<file path="src/rtl/mem_grid_pkg.sv">
// Shared types and helpers for the mem_grid storage primitive.
// Latency: none (declarations only).
// Backpressure: none (declarations only).
package mem_grid_pkg;

  // Clear-engine states: idle accepts accesses, clear sweeps one row per cycle.
  typedef enum logic {
    IDLE  = 1'b0,
    CLEAR = 1'b1
  } state_t;

  // Address width for n entries; a single entry still gets a 1-bit address.
  function automatic int addr_w(input int n);
    return (n > 1) ? $clog2(n) : 1;
  endfunction

endpackage

</file>
<file path="src/rtl/mem_grid_row.sv">
// One row of COLS x WIDTH flops with per-column write enables and a row clear.
// Latency: write lands at the clock edge; read mux is combinational (0 cycles).
// Backpressure: none; the parent gates writes and clears, an out-of-range column reads 0.
module mem_grid_row
  import mem_grid_pkg::*;
#(
  parameter int  COLS  = 4,
  parameter int  WIDTH = 1,
  localparam int CW    = addr_w(COLS)
) (
  input  logic             i_clock,
  input  logic             i_reset,
  input  logic [COLS-1:0]  i_wr_en,
  input  logic [WIDTH-1:0] i_wr_data,
  input  logic             i_clr,
  input  logic [CW-1:0]    i_rd_col,
  output logic [WIDTH-1:0] o_rd_data
);

  logic [WIDTH-1:0] r_cell [COLS];

  // Cell storage: clear wins over write, though the parent never drives both at once.
  always_ff @(posedge i_clock or posedge i_reset) begin
    if (i_reset) begin
      for (int c = 0; c < COLS; c++) r_cell[c] <= '0;
    end else begin
      for (int c = 0; c < COLS; c++) begin
        if (i_clr)          r_cell[c] <= '0;
        else if (i_wr_en[c]) r_cell[c] <= i_wr_data;
      end
    end
  end

  // Column select; unmatched (out-of-range) column addresses fall through to 0.
  always_comb begin
    o_rd_data = '0;
    for (int c = 0; c < COLS; c++) begin
      if (i_rd_col == CW'(c)) o_rd_data = r_cell[c];
    end
  end

endmodule

</file>
<file path="src/rtl/mem_grid.sv">
// ROWS x COLS x WIDTH flop grid: one write port, registered read port, row-sweep clear.
// Latency: read data and valid 1 cycle after rd_en; clear takes exactly ROWS cycles.
// Backpressure: while o_busy is high, reads, writes and clear requests are dropped.
// Optional macro MEM_GRID_FWD_EN: same-cycle read of the cell being written returns wr_data.
module mem_grid
  import mem_grid_pkg::*;
#(
  parameter int  ROWS  = 4,
  parameter int  COLS  = 4,
  parameter int  WIDTH = 1,
  localparam int RW    = addr_w(ROWS),
  localparam int CW    = addr_w(COLS)
) (
  input  logic             i_clock,
  input  logic             i_reset,
  input  logic             i_wr_en,
  input  logic [RW-1:0]    i_wr_row,
  input  logic [CW-1:0]    i_wr_col,
  input  logic [WIDTH-1:0] i_wr_data,
  input  logic             i_rd_en,
  input  logic [RW-1:0]    i_rd_row,
  input  logic [CW-1:0]    i_rd_col,
  output logic [WIDTH-1:0] o_rd_data,
  output logic             o_rd_valid,
  input  logic             i_clr_req,
  output logic             o_busy
);

  state_t           r_state;
  state_t           w_state_nxt;
  logic [RW-1:0]    r_sweep;
  logic             w_busy;
  logic             w_wr_ok;
  logic             w_rd_ok;
  logic             w_sweep_last;
  logic [WIDTH-1:0] w_rd_cell;
  logic [WIDTH-1:0] w_rd_next;
  logic [WIDTH-1:0] w_row_rd [ROWS];

  assign w_busy       = (r_state == CLEAR);
  assign o_busy       = w_busy;
  assign w_wr_ok      = i_wr_en && !w_busy && (int'(i_wr_row) < ROWS) && (int'(i_wr_col) < COLS);
  assign w_rd_ok      = i_rd_en && !w_busy;
  assign w_sweep_last = (r_sweep == RW'(ROWS - 1));

  for (genvar r = 0; r < ROWS; r++) begin : g_row
    logic [COLS-1:0] w_wen;
    logic            w_clr;

    // Decode the write address into a one-hot column enable for this row.
    always_comb begin
      w_wen = '0;
      for (int c = 0; c < COLS; c++) begin
        if (w_wr_ok && (i_wr_row == RW'(r)) && (i_wr_col == CW'(c))) w_wen[c] = 1'b1;
      end
    end

    assign w_clr = w_busy && (r_sweep == RW'(r));

    mem_grid_row #(
      .COLS (COLS),
      .WIDTH(WIDTH)
    ) u_row (
      .i_clock  (i_clock),
      .i_reset  (i_reset),
      .i_wr_en  (w_wen),
      .i_wr_data(i_wr_data),
      .i_clr    (w_clr),
      .i_rd_col (i_rd_col),
      .o_rd_data(w_row_rd[r])
    );
  end

  // Row select; an out-of-range row address reads as 0.
  always_comb begin
    w_rd_cell = '0;
    for (int r = 0; r < ROWS; r++) begin
      if (i_rd_row == RW'(r)) w_rd_cell = w_row_rd[r];
    end
  end

`ifdef MEM_GRID_FWD_EN
  // An accepted write implies an in-range address, so a match here is always in range.
  assign w_rd_next = (w_wr_ok && (i_wr_row == i_rd_row) && (i_wr_col == i_rd_col))
                     ? i_wr_data : w_rd_cell;
`else
  assign w_rd_next = w_rd_cell;
`endif

  // Next-state: a clear request starts the sweep, the last row ends it.
  always_comb begin
    w_state_nxt = r_state;
    case (r_state)
      IDLE:    if (i_clr_req)    w_state_nxt = CLEAR;
      CLEAR:   if (w_sweep_last) w_state_nxt = IDLE;
      default: w_state_nxt = IDLE;
    endcase
  end

  // State register.
  always_ff @(posedge i_clock or posedge i_reset) begin
    if (i_reset) r_state <= IDLE;
    else         r_state <= w_state_nxt;
  end

  // Sweep row counter: advances each cleared row, wraps to 0 for the next sweep.
  always_ff @(posedge i_clock or posedge i_reset) begin
    if (i_reset)     r_sweep <= '0;
    else if (w_busy) r_sweep <= w_sweep_last ? '0 : r_sweep + 1'b1;
  end

  // Read register: data holds between accepted reads, valid pulses per accepted read.
  always_ff @(posedge i_clock or posedge i_reset) begin
    if (i_reset) begin
      o_rd_data  <= '0;
      o_rd_valid <= 1'b0;
    end else begin
      o_rd_valid <= w_rd_ok;
      if (w_rd_ok) o_rd_data <= w_rd_next;
    end
  end

endmodule

</file>
<file path="config.mk">
export PLATFORM = sky130hd
export DESIGN_NAME = mem_grid
export DESIGN_NICKNAME = d
export VERILOG_FILES = /design/src/rtl/mem_grid_pkg.sv /design/src/rtl/mem_grid_row.sv /design/src/rtl/mem_grid.sv
export SDC_FILE = /design/constraint.sdc
export NUM_CORES = 1
export LEC_CHECK = 0
export BUFFER_PORTS_ARGS = -buffer_cell sky130_fd_sc_hd__buf_2
export CORE_MARGIN = 5
export CORE_UTILIZATION = 30
export DETAILED_ROUTE_END_ITERATION = 7
export HOLD_SLACK_MARGIN = 0.02
export SKIP_LAST_GASP = 1
export SLEW_MARGIN = 20
export SYNTH_ARGS = -nofsm -noshare
export SYNTH_HDL_FRONTEND = slang
export SYNTH_SLANG_ARGS = --single-unit
</file>
<file path="constraint.sdc">
create_clock -name i_clock -period 2.5 [get_ports i_clock]
set_clock_uncertainty 0.1 [all_clocks]
set_input_delay 0.25 -clock i_clock [delete_from_list [all_inputs] [get_ports i_clock]]
set_output_delay 0.25 -clock i_clock [all_outputs]
set_load 0.005 [all_outputs]
</file>
==> results.md, run 1 <==
* Pwr per Cell Area at approximately 750 nW/um2
* Fmax at between 500 and 600 MHz
* Cts bufs inserted at 3
* Clock root cell: clkbuf_8
* Vias per cell at roughly 5
* Layout cells sized above 1 at between 10% and 20%
* Sink Count at 21
* CP required at about 2.5 ns
* ANT cells at 0
* Routability Congestion at between 0.7 and 0.8
* Fin. Hold Viols at 0
* Clock Path Buffers at 2
* Area Growth Syn to Fin at 13.2%
* Max-slew violations at 0
* Reg2reg setup slack at about 0.66 ns
* Final instance area at 1370 um2
* Routed Antenna Nets at 0
* GRT Overall Usage at about a tenth
* DR vias at approximately 920
* DR pass1 iterations at 4
* Crit Path Class: reg -> reg
* Worst Setup Start Kind: flip-flop
* Synth Instances at about 120
* Vias in the first global route at 882
* Most frequent cells in the layout: mux2i_1 (22), dfrtp_1 (21), a21oi_1 (16), buf_2 (16), nand2_1 (13)
* Initial core utilization at ~31%
* Die area at roughly 5400 um2
* Setup violators final at 0
* Commonest non-fill, non-tap cell in the layout: mux2i_1
* Seq/Total Area, Yosys at ~43%
* Max_slew headroom at a little over two fifths
* Setup repair after global routing missed its margin: false
* Synthesized flop and latch total at 21
* DRC violations left at 0
* Status: finished clean
* CTS tree: yes
* Mapped Area at about 1200 um2
* Post-layout nets at between 150 and 200
* WL per Instance at between 10 and 15 um
* R2r endpoint: g_row[3].u_row.r_cell[3]$_DFFE_PP0P_
* Crit Reg-Reg Startpoint: o_busy$_DFF_PP0_
* Syn. warnings at 0
* Syn nets at 136
* MaxCap Viol Count at 0
* Hold Path Class: in -> async
* Ports at 17
* Core ar. at between 3000 and 4000 um2
* CP max FO at 27
* Clock latency on the worst-skew pair at around 0.26 ns
* Largest net degree at the start of global routing at 28
* Minimum clock period at ~1.8 ns
* Post-CTS sizing at 0
* Worst Reg-to-Reg Cells at 4
* Leakage at between 0.6 and 0.7 nW
* Chip width at between 70 and 80 um
* H-tree depth at 1
* # rows at 23
* CP Capture Type: flip-flop
* Synth cell types at 25
* Grt ovf at 0
* Setup bufs post-CTS at 0
* Clk slew on worst S/H paths at about 0.08 ns
* Period utilization at 73.7%
* Syn Area/Cell at just over 10 um2
* Antenna violations before repair at 0
* Peak supply drop at 261 uV
* Initial drt markers at 61
* Setup TNS at 0 ns
* WP data arrival at ~1.9 ns
* Worst slew pin tran at about 0.84 ns
* Overall routed net length at between 2000 and 3000 um
* First-pass GRT wire length at about 4300 um
* Number of hold buffers added after cts at 0
* Post-DP HPWL at 1930 um
* Port Buf Inserts at 16
* DIE HEIGHT at ~74 um
* DP Area at roughly 1300 um2
-- cell type report --
class | count | area, um2
repair buffers | 16 | 80.1
clock buffers | 4 | 45.0
multi-input cells | 87 | 641
inverters | 5 | 18.8
well taps | 50 | 62.6
fillers | 415 | 2600
flip-flops and latches | 21 | 526
-- power by group --
group | switching (W) | internal, W | leakage [nW]
combinational | 0.000160 | 0.000134 | 0.393
clock | 0.000105 | 0.000113 | 0.0228
sequential | 0.000103 | 0.000417 | 0.283
-- metrics by stage --
stage	hold slack (ns)	utilization, %	power, W	instances	worst slack, ns
after floorplan	0.127	-	0.000725	118	1.09
after global placement	0.328	33.4	0.000807	179	0.695
after detailed placement	0.362	33.4	0.000821	179	0.708
after CTS	0.0823	34.6	0.00105	183	0.677
after global routing	0.129	34.6	0.00112	183	0.532
final	0.0519	34.6	0.00103	183	0.657
-- worst max path at each step --
stage	from	end	slack [ns]	depth (start not counted)
5_1_grt	o_busy$_DFF_PP0_	g_row[0].u_row.r_cell[0]$_DFFE_PP0P_	0.53	4
4_1_cts	o_busy$_DFF_PP0_	g_row[3].u_row.r_cell[3]$_DFFE_PP0P_	0.68	4
3_5_place_dp	o_busy$_DFF_PP0_	g_row[1].u_row.r_cell[1]$_DFFE_PP0P_	0.71	4
3_3_place_gp	o_busy$_DFF_PP0_	g_row[3].u_row.r_cell[3]$_DFFE_PP0P_	0.69	4
2_1_floorplan	o_busy$_DFF_PP0_	g_row[3].u_row.r_cell[3]$_DFFE_PP0P_	1.09	5
6_report	o_busy$_DFF_PP0_	g_row[3].u_row.r_cell[3]$_DFFE_PP0P_	0.66	4
-- metal layers --
layer	share of wire (%)	routed length (um)	GRT usage (%)
met5	0	0	0
met4	0.50	13	2.21
met3	5.8	150	3.56
met2	49	1250	16.2
met1	45	1170	13.8
-- synth_stat cells (all sizes together) --
cell type / count / area [um2]
o21ai: 2 / 10.0
nor2b: 3 / 18.8
nand4: 1 / 6.26
nor2: 3 / 11.3
nand3: 4 / 20.0
a21oi: 16 / 80.1
mux4: 1 / 22.5
nor4b: 1 / 23.8
o221ai: 1 / 8.76
a211o: 1 / 8.76
inv: 5 / 18.8
nand2: 13 / 48.8
dfrtp: 21 / 526
nand4b: 1 / 8.76
nor3: 3 / 15.0
o211ai: 1 / 7.51
mux2i: 22 / 220
nand2b: 6 / 37.5
and4bb: 2 / 25.0
mux2: 1 / 11.3
o22ai: 1 / 6.26
clkbuf: 3 / 11.3
ha: 4 / 50.1
buf: 2 / 16.3
-- flip-flops by register name (all words and copies together) (netlist names) --
| register | flops |
|---|---|
| o_busy | 1 |
| o_rd_valid | 1 |
| o_rd_data | 1 |
| g_row.u_row.r_cell | 16 |
| r_sweep | 2 |
-- critical path: stages (launching register included) --
cell and delay (ns):
dfrtp_1 0.69, nand4b_1 0.40, nor3_1 0.23, mux2i_1 0.21
a21oi_1 0.05
-- cells by family after synthesis --
logic type | after synthesis | synth area share, %
AO/OA/AOI/OAI | 22 | 10.0
adder cells (fa/ha/maj) | 4 | 4.13
buffers and inverters | 10 | 3.82
flip-flops | 21 | 43.3
multiplexers | 24 | 20.9
AND/OR/NAND/NOR | 37 | 17.8
Power figures use the tool's default switching activity.
==> run 2, diff against run 1 <==
==> constraint.sdc (replaced) <==
create_clock -name i_clock -period 1.55 [get_ports i_clock]
set_clock_uncertainty 0.1 [all_clocks]
set_input_delay 0.155 -clock i_clock [delete_from_list [all_inputs] [get_ports i_clock]]
set_output_delay 0.155 -clock i_clock [all_outputs]
set_load 0.005 [all_outputs]
==> run 2 against run 1 <==
Net effect: largest power group unchanged; non-clock buffer count increased by 6; worst hold slack gained 0.0064 ns; die area unchanged; routed wire length up 6.3%; critical path type unchanged; sequential power is 49% higher; sequential share of layout area down 1.5 points; critical endpoint is now g_row[3].u_row.r_cell[0]$_DFFE_PP0P_.
==> results.md, run 2 (synthesis results as in run 1) <==
* Initial core utilization at slightly above 30%
* Leakage at 0.731 nW
* # rows at 23
* Fin Hold WS at between 0.05 and 0.06 ns
* Placed cell count at approximately 180
* Setup repair after global routing missed its margin: true
* Routed Antenna Nets at 0
* Commonest non-fill, non-tap cell in the layout: mux2i_1
* Post-DP HPWL at around 2200 um
* MaxCap Viol Count at 0
* WL per Instance at 14.5 um
* Grt ovf at 0
* Slowest cell on crit path: dfrtp_2
* Cts bufs inserted at 3
* Hold Path Class: in -> reg
* Max reg flops at 16
* DR pass1 iterations at 6
* Fin. Hold Viols at 0
* CP cell instances: nand4b_1 -> nor2_1 -> mux2i_1 -> a21oi_1
* DIE HEIGHT at 73.6 um
* Fmax at between 600 and 700 MHz
* ANT cells at 0
* Worst slew pin tran at 0.297 ns
* Worst hold start: i_clr_req
* Most frequent cells in the layout: mux2i_1 (22), dfrtp_1 (20), a21oi_1 (16), buf_2 (16), nand2_1 (13)
* Status: finished clean
* Max-slew violations at 0
* Post-layout nets at approximately 160
* Clk slew on worst S/H paths at roughly 0.080 ns
* Die area at approximately 5400 um2
* Top Registers: g_row.u_row.r_cell (16), r_sweep (2)
* Largest reg by FF count: g_row.u_row.r_cell
* Worst Setup Start Kind: flip-flop
* Antenna violations before repair at 0
* DR vias at 928
* Pwr Total at approximately 0.0018 W
* Clock root cell: clkbuf_8
* Vias in the first global route at between 900 and 1,000
* Initial drt markers at 67
* Crit Path Class: reg -> reg
* First-pass GRT wire length at 4710 um
* Routability Congestion at a little under 0.8
* Crit Reg-Reg Startpoint: o_busy$_DFF_PP0_
* Max_slew headroom at between 80% and 90%
* Clock Path Buffers at 2
* CP required at about 1.6 ns
* GRT Overall Usage at ~11%
* Core ar. at just under 4000 um2
* H-tree depth at 1
* Peak supply drop at 556 uV
* CP max FO at 8
* Fillers at 414
* CP Capture Type: flip-flop
* Setup violators final at 0
* Setup crit start: o_busy$_DFF_PP0_
* Sink Count at 21
* Area Growth Syn to Fin at 18.0%
* Pwr per Cell Area at between 1000 and 1500 nW/um2
* Slowest stage delay, CP at 0.47 ns
* CTS tree: yes
* Setup bufs post-CTS at 0
* Port Buf Inserts at 16
* Largest net degree at the start of global routing at 22
* Minimum clock period at ~1.5 ns
* Chip width at roughly 74 um
* Period utilization at between 90% and 100%
* WP data arrival at 1.52 ns
* Overall routed net length at 2750 um
* Clock latency on the worst-skew pair at about 0.27 ns
* DRC violations left at 0
* Vias per cell at between 4 and 5
* Ports at 17
* Layout cells sized above 1 at about a quarter
* Post-Layout Cell Count at around 190
## run 2: worst paths after layout
kind                                                   endpoint  slack, ns  cells after the start
hold reg to reg                           o_rd_data$_DFFE_PP0P_       0.45                      2
max in group asynchronous                      o_busy$_DFF_PP0_       0.76                      4
min in group asynchronous  g_row[0].u_row.r_cell[2]$_DFFE_PP0P_       0.35                      4
setup / recovery           g_row[3].u_row.r_cell[0]$_DFFE_PP0P_       0.07                      4
hold / removal                                 o_busy$_DFF_PP0_       0.06                      3
setup reg to reg           g_row[3].u_row.r_cell[0]$_DFFE_PP0P_       0.07                      4
## run 2: critical path: cells and delay by family, from the launching register on
| kind | cells | cell delay [ns] |
|---|---|---|
| DFF | 1 | 0.47 |
| muxes | 1 | 0.22 |
| and+or+nand+nor | 2 | 0.50 |
| AOI/OAI and AO/OA | 1 | 0.06 |
## run 2: where the power goes
part	switching [W]	leakage [nW]	total [W]	internal [W]
Combinational	0.000356	0.423	0.000625	0.000270
Clock	0.000187	0.0255	0.000367	0.000179
Sequential	0.0000980	0.283	0.000774	0.000676
Total	0.000641	0.731	0.00177	0.00113
## run 2: cell type report
cell class              instances  area, um2  area share, %
clock buffers                   3       41.3           2.89
clock inverters                 1       5.00          0.350
inverters                       5       18.8           1.31
multi-input cells              87        648           45.3
flip-flops and latches         21        527           36.8
well taps                      50       62.6           4.37
repair buffers                 22        128           8.92
## run 2: stage by stage
step	TNS, ns	setup slack [ns]	util, %	cell area, um2
3_5_place_dp	0	0.102	34.4	1370
5_1_grt	-0.0326	-0.0168	36.0	1430
2_1_floorplan	0	0.140	-	1210
4_1_cts	0	0.0763	35.8	1420
3_3_place_gp	0	0.173	34.4	1370
6_report	0	0.0750	36.0	1430
## run 2: repair_timing
item | in CTS | in global routing
endpoints found under the hold margin | 21 | 0
hold buffers | 1 | 0
resized for setup | 0 | 3
endpoints found under the setup margin | 0 | 2
## run 2: layer usage
metal	wire length [um]	track usage [%]	vias to the layer above
met5	0	0	-
met4	23	1.81	0
met3	88	3.69	5
met2	1380	18.9	10
met1	1250	14.5	452
li1	-	-	461
==> run 3, diff against run 2 <==
--- a/config.mk
+++ b/config.mk
@@ -7,9 +7,10 @@
 export LEC_CHECK = 0
 export BUFFER_PORTS_ARGS = -buffer_cell sky130_fd_sc_hd__buf_2
 export CORE_MARGIN = 5
-export CORE_UTILIZATION = 30
+export CORE_UTILIZATION = 50
 export DETAILED_ROUTE_END_ITERATION = 7
 export HOLD_SLACK_MARGIN = 0.02
+export PLACE_DENSITY = 0.74
 export SKIP_LAST_GASP = 1
 export SLEW_MARGIN = 20
 export SYNTH_ARGS = -nofsm -noshare
==> run 3 against run 2 <==
Net effect: cell area decreased by 2.9%; setup slack improved by 0.027 ns; die area decreased by 35%; non-clock buffer count increased by 1; flip-flop and latch count unchanged; sequential power about the same; first-iteration DRC count decreased by 18%; final cell count decreased by 11%; global-route usage increased by 4.8 points; sequential share of layout area increased by 1.0 points; critical path type unchanged; critical endpoint is now g_row[0].u_row.r_cell[0]$_DFFE_PP0P_.
==> results.md, run 3 (synthesis results as in run 1) <==
* GR Util met3 at 2.18%
* Vias in the first global route at 924
* CTS tree: yes
* Net Sw Frac at between 30 and 40%
* ANT cells at 0
* CP Buf/Inv Count at 0
* Fin. Hold Viols at 0
* Post-DP HPWL at a little under 2000 um
* Clock Path Buffers at 2
* Grt ovf at 0
* Final WS setup at around 0.10 ns
* Vias per cell at around 5.6
* CP cell instances: nor4b_4 -> nand3_1 -> mux2i_1 -> a21oi_1
* Pwr per Cell Area at approximately 1200 nW/um2
* GRT Overall Usage at approximately 16%
* Fmax at 691 MHz
* Ports at 17
* Period utilization at ~93%
* H-tree depth at 1
* Worst Setup Start Kind: flip-flop
* WP data arrival at around 1.5 ns
* CP required at about 1.6 ns
* Sequential share of power at a little under half
* Initial core utilization at about 54%
* Clk slew on worst S/H paths at roughly 0.11 ns
* Chip width at between 50 and 60 um
* R2r endpoint: g_row[0].u_row.r_cell[0]$_DFFE_PP0P_
* WL per Instance at 15.0 um
* CP max FO at 7
* Slowest stage delay, CP at about 0.47 ns
* Port Buf Inserts at 16
* Fillers at ~200
* # rows at 17
* DR pass1 iterations at 4
* Met2 Use GR at a little under a quarter
* Largest reg by FF count: g_row.u_row.r_cell
* Worst Reg-to-Reg Cells at 4
* Top Registers: g_row.u_row.r_cell (16), r_sweep (2)
* Pwr Total at approximately 0.0016 W
* Worst hold endpoint: o_rd_valid$_DFF_PP0_
* Slowest cell on crit path: dfrtp_1
* Peak supply drop at ~970 uV
* Worst slack, placed at around 0.13 ns
* Setup violators final at 0
* Crit Reg-Reg Startpoint: o_busy$_DFF_PP0_
* Post-layout nets at 159
* Delay-heaviest family, CP: simple AND/OR/NAND/NOR gates
* DR vias at between 900 and 1,000
* Clk pwr share at between 10% and 20%
* MaxCap Viol Count at 0
* Minimum clock period at 1.45 ns
* Cts bufs inserted at 3
* Clock root cell: clkbuf_4
* Max reg flops at 16
* DRC violations left at 0
* Initial drt markers at 55
* Comb pwr share at around 37%
* Largest net degree at the start of global routing at 22
* Levels on crit path at 4
* Max-slew violations at 0
* Status: finished clean
* DIE HEIGHT at 59.2 um
* Layout cells sized above 1 at about 21%
* First-pass GRT wire length at 4250 um
* Leakage at 0.725 nW
* Max_slew headroom at between 70% and 80%
* Internal at between 0.001 and 0.0015 W
* Setup repair after global routing missed its margin: false
* Antenna violations before repair at 0
* Core ar. at ~2300 um2
* Global Route met1 Usage at between 20% and 30%
* Worst slew pin tran at 0.334 ns
* Crit Path Class: reg -> reg
* Worst hold start: i_rd_en
* Die area at 3510 um2
* Overall routed net length at ~2500 um
* Most frequent cells in the layout: mux2i_1 (22), dfrtp_1 (21), a21oi_1 (16), buf_2 (16), nand2_1 (13)
* Sink Count at 21
* Setup TNS at 0 ns
* GRT busiest layer: met2
* Routability Congestion at about 0.86
* Setup bufs post-CTS at 0
* Area Growth Syn to Fin at 14.6%
* Hold Path Class: in -> reg
* CP Capture Type: flip-flop
* NetSw at approximately 0.0006 W
* Clock latency on the worst-skew pair at ~0.30 ns
* Reg2reg setup slack at between 0.1 and 0.15 ns
* Hold depth at 3
* Commonest non-fill, non-tap cell in the layout: mux2i_1
* Routed Antenna Nets at 0
## run 3: changes by cell type in the layout (fill, tap and decap cells not counted), sizes merged
cell	before	now
clkbuf	3	4
clkinv	1	0
dlygate4sd3	1	2
## run 3: metrics by stage
stage	instance area [um2]	utilization (%)	std cells	hold slack (ns)
3_3_place_gp	1340	59.3	162	0.0929
6_report	1390	61.6	168	0.0517
2_1_floorplan	1210	-	118	0.0315
4_1_cts	1380	61.4	168	0.0330
5_1_grt	1390	61.6	168	0.0715
3_5_place_dp	1340	59.3	162	0.103
## run 3: power by group through the flow
stage | sequential (W) | clock [W] | combinational [W]
2_1_floorplan | 0.000742 | 0 | 0.000428
3_3_place_gp | 0.000776 | 0 | 0.000583
3_5_place_dp | 0.000784 | 0 | 0.000600
4_1_cts | 0.000773 | 0.000274 | 0.000608
5_1_grt | 0.000793 | 0.000291 | 0.000686
6_report | 0.000774 | 0.000258 | 0.000608
## run 3: what timing repair did
item                       in CTS  in global routing
setup endpoints to repair       0                  1
hold buffers                    2                  0
hold endpoints to repair       22                  0
resized for setup               0                  1
## run 3: worst max-delay path by stage
| stage | from | end | slack [ns] |
|---|---|---|---|
| floorplan | o_busy$_DFF_PP0_ | g_row[3].u_row.r_cell[3]$_DFFE_PP0P_ | 0.14 |
| detailed placement | o_busy$_DFF_PP0_ | g_row[0].u_row.r_cell[0]$_DFFE_PP0P_ | 0.13 |
| finish | o_busy$_DFF_PP0_ | g_row[0].u_row.r_cell[0]$_DFFE_PP0P_ | 0.10 |
| CTS | o_busy$_DFF_PP0_ | g_row[0].u_row.r_cell[0]$_DFFE_PP0P_ | 0.10 |
| global route | o_busy$_DFF_PP0_ | g_row[3].u_row.r_cell[3]$_DFFE_PP0P_ | 0.007 |
| global placement | o_busy$_DFF_PP0_ | g_row[0].u_row.r_cell[0]$_DFFE_PP0P_ | 0.17 |
## run 3: worst min-delay path: cells and delay by family
| family | cells | cell delay [ns] |
|---|---|---|
| buf+inv | 2 | 0.18 |
| simple gates | 1 | 0.08 |
## run 3: layout make-up
type	instances	area, um2	area share [%]
Clock buffer	4	26.3	1.89
Inverter	5	18.8	1.35
Multi-Input combinational cell	87	646	46.5
Sequential cell	21	526	37.8
Tap cell	28	35.0	2.52
Timing Repair Buffer	23	138	9.91
## run 3: layer usage
layer | part of all wire, % | wire, um
met5 | 0 | 0
met4 | 2.4 | 61
met3 | 7.0 | 177
met2 | 46 | 1160
met1 | 45 | 1130
